[config.mk]
export PLATFORM = sky130hd
export DESIGN_NAME = std_div_seq
export DESIGN_NICKNAME = d
export VERILOG_FILES = /design/src/rtl/std_div_seq.sv
export SDC_FILE = /design/constraint.sdc
export NUM_CORES = 1
export LEC_CHECK = 0
export ABC_AREA = 1
export BUFFER_PORTS_ARGS = -buffer_cell sky130_fd_sc_hd__buf_4
export CAP_MARGIN = 10
export CORE_ASPECT_RATIO = 0.5
export CORE_MARGIN = 5
export CORE_UTILIZATION = 35
export DETAILED_ROUTE_END_ITERATION = 16
export PLACE_DENSITY_LB_ADDON = 0.1
export SETUP_SLACK_MARGIN = 0.1
export SYNTH_ARGS = -nofsm -noshare
export SYNTH_HDL_FRONTEND = slang
export SYNTH_SLANG_ARGS = --single-unit
[constraint.sdc]
create_clock -name clk -period 2.4 [get_ports clk]
set_input_delay 0.12 -clock clk [delete_from_list [all_inputs] [get_ports clk]]
set_output_delay 0.12 -clock clk [all_outputs]
set_load 0.02 [all_outputs]
[src/rtl/std_div_seq.sv]
// Sequential unsigned restoring divider: one quotient bit per cycle, go/done handshake.
// The dividend register doubles as the quotient register; quotient bits shift in as dividend bits shift out.
module std_div_seq #(
  parameter int WIDTH = 32
) (
  input  logic             clk,
  input  logic             reset,
  input  logic             go,
  input  logic [WIDTH-1:0] left,
  input  logic [WIDTH-1:0] right,
  output logic [WIDTH-1:0] out_quotient,
  output logic [WIDTH-1:0] out_remainder,
  output logic             done
);

  localparam int CW = $clog2(WIDTH);

  typedef enum logic [1:0] {
    IDLE = 2'd0,
    RUN  = 2'd1,
    DONE = 2'd2
  } state_t;

  state_t           state, state_next;
  logic [WIDTH-1:0] dvd_quo;
  logic [WIDTH-1:0] divisor;
  logic [WIDTH-1:0] rem;
  logic [CW-1:0]    iter;

  logic [WIDTH:0]   rem_shift;
  logic [WIDTH-1:0] rem_sub;
  logic [WIDTH-1:0] rem_next;
  logic [WIDTH-1:0] quo_next;
  logic             fits;
  logic             last_step;

  // rem_shift keeps the bit shifted out of rem so a large remainder is never truncated
  always_comb begin
    rem_shift = {rem, dvd_quo[WIDTH-1]};
    fits      = rem_shift >= {1'b0, divisor};
    rem_sub   = rem_shift[WIDTH-1:0] - divisor;
    rem_next  = fits ? rem_sub : rem_shift[WIDTH-1:0];
    quo_next  = {dvd_quo[WIDTH-2:0], fits};
    last_step = (iter == CW'(WIDTH - 1));
  end

  always_ff @(posedge clk) begin
    if (reset) state <= IDLE;
    else       state <= state_next;
  end

  always_comb begin
    state_next = state;
    done       = 1'b0;
    case (state)
      IDLE: if (go) state_next = RUN;
      RUN:  if (last_step) state_next = DONE;
      DONE: begin
        done       = 1'b1;
        state_next = IDLE;
      end
      default: state_next = IDLE;
    endcase
  end

  always_ff @(posedge clk) begin
    if (reset) begin
      dvd_quo       <= '0;
      divisor       <= '0;
      rem           <= '0;
      iter          <= '0;
      out_quotient  <= '0;
      out_remainder <= '0;
    end else begin
      case (state)
        IDLE: if (go) begin
          dvd_quo <= left;
          divisor <= right;
          rem     <= '0;
          iter    <= '0;
        end
        RUN: begin
          dvd_quo <= quo_next;
          rem     <= rem_next;
          iter    <= iter + CW'(1);
          if (last_step) begin
            out_quotient  <= quo_next;
            out_remainder <= rem_next;
          end
        end
        default: ;
      endcase
    end
  end

endmodule

==> results.cfg <==
[status]
status = finished, final reports clean

[worst_setup_path]
slowest_stage = ha_2
cpMostUsedCell = nand2_1
crit_fanout = 7
critPathCaptureType = flop
r2r_end = out_remainder[11]$_SDFFE_PP0P_
r2r_slack_ps = 210
critPathMaxStageDelay_ps = 360
crit_buf_inv = 6
worstSetupPathType = reg -> reg
cp_top_family = simple AND/OR/NAND/NOR gates
path_cells = inv_1 -> ha_2 -> nand2_1 -> nand2_1 -> nand2_1 -> nand2_1 -> inv_1 -> nand2_1 -> inv_2 -> nand2_4 -> nand2_4 -> nand2_8 -> inv_8 -> buf_12 -> nand2_1 -> nand2_1 -> o21bai_1 -> inv_1
r2r_cells = 18
startpoint_type = flop
worstPathArrival_ps = 2520
crit_required_ps = 2730
timing.rr.start = divisor[14]$_SDFFE_PP0P_

[routing]
avgRoutedWirePerCell_um = 15.4
drt_iter0_markers = 622
drc_errors = 0
final_antenna_net_count = 0
viasPerCell = 4.79
wl_mm = 29.6
drt_pre_antenna_iters = 5
via_count = 9175

[global_route]
grt_pass1_vias = 8985
track_usage_pct = 19.5
overflow = 0
antenna_found_initial = 0
grt_first_pass_wirelength_mm = 47.6
grt_max_degree = 65

[synthesis]
synthesis.nets = 1481
netlist_top_cells_area = dfxtp_1 36%, nand2_1 15%, inv_1 9.1%, nand3_1 5.1%, a211oi_1 5.0%
syn_inst = 1379
yosysSeqAreaShare_pct = 36.1
yosys-top-cells-count = 370 x nand2_1, 225 x inv_1, 167 x dfxtp_1
yosysWarnings = 0
synth.distinct_cells = 37
synth-seq-cells = 167
synth_top_area_share_pct = 36.1
synth-edff-count = 0
synth_area_mm2 = 0.00926
synthFlopType = dfxtp_1
async_reset_ff_share_pct = 0
synth_top_area_cell = dfxtp_1
synth.avg_cell_area_um2 = 6.72
yosysMostFrequentCell = nand2_1

[hold_path]
hold_end = dvd_quo[30]$_SDFFE_PP0P_
holdCritStartpoint = left[30]
hold_depth = 3
hold_class = in -> reg

[floorplanning]
start_util_pct = 35.3
rows = 42
die_area_mm2 = 0.0300
die_h_um = 125
core-area_mm2 = 0.0263
io_pins = 132
die_x_um = 240

[sta]
worst_pin_slew_ps = 633
slew_headroom_pct = 57.8
min_period_over_period_pct = 91.1
slew_violations = 0
hold_viol_final = 0
setup-violations-final = 0
finalSetupTns_ps = 0
fin_hold_ws_ps = 19.1
finClkSkew_ps = 13.1
rsz0062_at_grt = true
fmax_mhz = 457
period_needed_ps = 2190

[placed_design]
dp_hpwl_mm = 21.2
io_buffers = 131
gp_congestion = 0.948
dpl.cell_count = 1831

[layout]
fillCellCount = 2737
layout.nets = 1655
multiInputGateArea_mm2 = 0.00528
antenna_cells = 0
fin_cells = 1917
syn2layout_area_growth_pct = 33.3
register_area_mm2 = 0.00334
drive_gt1_share_pct = 20.6

[clocking]
numCtsBuffers = 17
cts_tree = built
root_buffer = clkbuf_16
clock_path_buffers = 2
insertion_delay_ps = 450
htree_levels = 4
cts_sinks = 167
cts.clk_slew.worst_paths_ps = 70

[pwr]
pwr_density_cell_mw_per_mm2 = 752
total_power_mw = 9.29
p_leak_nw = 5.75
peakVddDrop_mv = 0.515

[job]
maxCapViolCount = 0
==> cell usage in the layout, fill, tap and decap left out, types with 5 or more instances in the layout <==
cell           instances
nand2_1              349
inv_1                221
dfxtp_1              166
buf_4                161
nand3_1               93
o21ai_0               83
a21oi_1               77
nor2_1                65
a211oi_1              62
dlygate4sd3_1         51
nand2_2               29
o21bai_1              25
ha_4                  25
clkbuf_16             18
xor2_1                14
nand3_2               12
a21oi_2               11
nor2_4                10
nor2_2                10
o21ai_1                8
inv_2                  7
nand4_1                7
o21a_1                 6
nand2_4                5
ha_2                   5
==> report_power, final <==
part	internal, mW	switching, mW
clock	1.37	1.27
sequential	2.93	0.0904
combinational	1.38	2.25
==> kinds of logic (layout without fill, tap and decap cells) <==
kind of cell / after synthesis / in the layout / share of synthesized area [%]
XOR/XNOR: 14 / 14 / 1.32
AND/OR/NAND/NOR: 593 / 593 / 27.6
flip-flops: 167 / 167 / 36.1
AO/OA/AOI/OAI: 276 / 276 / 17.6
buffers and inverters: 294 / 480 / 12.5
adder cells (fa/ha/maj): 35 / 35 / 4.81
==> how the worst max path moves through the flow <==
stage / cells after the start / startpoint / to
final: 18 / divisor[14]$_SDFFE_PP0P_ / out_remainder[11]$_SDFFE_PP0P_
after global routing: 16 / divisor[6]$_SDFFE_PP0P_ / out_remainder[11]$_SDFFE_PP0P_
after CTS: 15 / divisor[20]$_SDFFE_PP0P_ / rem[11]$_SDFFE_PP0P_
after detailed placement: 15 / divisor[24]$_SDFFE_PP0P_ / rem[11]$_SDFFE_PP0P_
after global placement: 15 / divisor[24]$_SDFFE_PP0P_ / rem[14]$_SDFFE_PP0P_
after floorplan: 19 / divisor[8]$_SDFFE_PP0P_ / out_remainder[26]$_SDFFE_PP0P_
==> per-layer routing <==
metal	share of wire, %	wire length, um	global-route usage [%]	vias to the layer above
met5	0	0	0	-
met4	0.95	281	3.27	0
li1	-	-	-	4742
met3	4.2	1260	4.27	23
met1	51	15200	28.3	4261
met2	43	12800	30.4	149
==> flip-flops by register name, indices dropped and copies added, names as in the netlist <==
register,cells
dvd_quo,32
divisor,32
out_quotient,32
state,2
rem,32
out_remainder,32
iter,5
==> timing repair <==
item,CTS,global route
setup buffers,0,3
hold buffers,51,0
gates resized for setup,8,97
endpoints found under the hold margin,51,0
setup endpoints to repair,13,67
cloned,0,1
pin swaps,0,10
==> metrics by stage <==
stage,setup WS (ps),instance area (um2),util [%]
after global placement,68.6,10700,40.8
after CTS,102,11800,44.9
after detailed placement,78.1,10700,40.8
final,213,12300,47.0
after global routing,57.2,12300,47.0
after floorplan,477,9260,-
==> layout make-up <==
class	count	share of cell area, %
Clock buffer	18	3.56
Clock inverter	13	0.912
Inverter	229	7.02
Multi-Input combinational cell	918	42.8
Sequential cell	167	27.1
Tap cell	352	3.57
Timing Repair Buffer	220	15.1
==> worst reg2reg max path, delay by kind of cell, from the launching register on <==
kind,cells,cell delay [ps]
AOI/OAI and AO/OA,1,150
and+or+nand+nor,10,830
adders and majority gates,1,360
DFF,1,310
buffers and inverters,6,430
(Power assumes the default switching activity.)
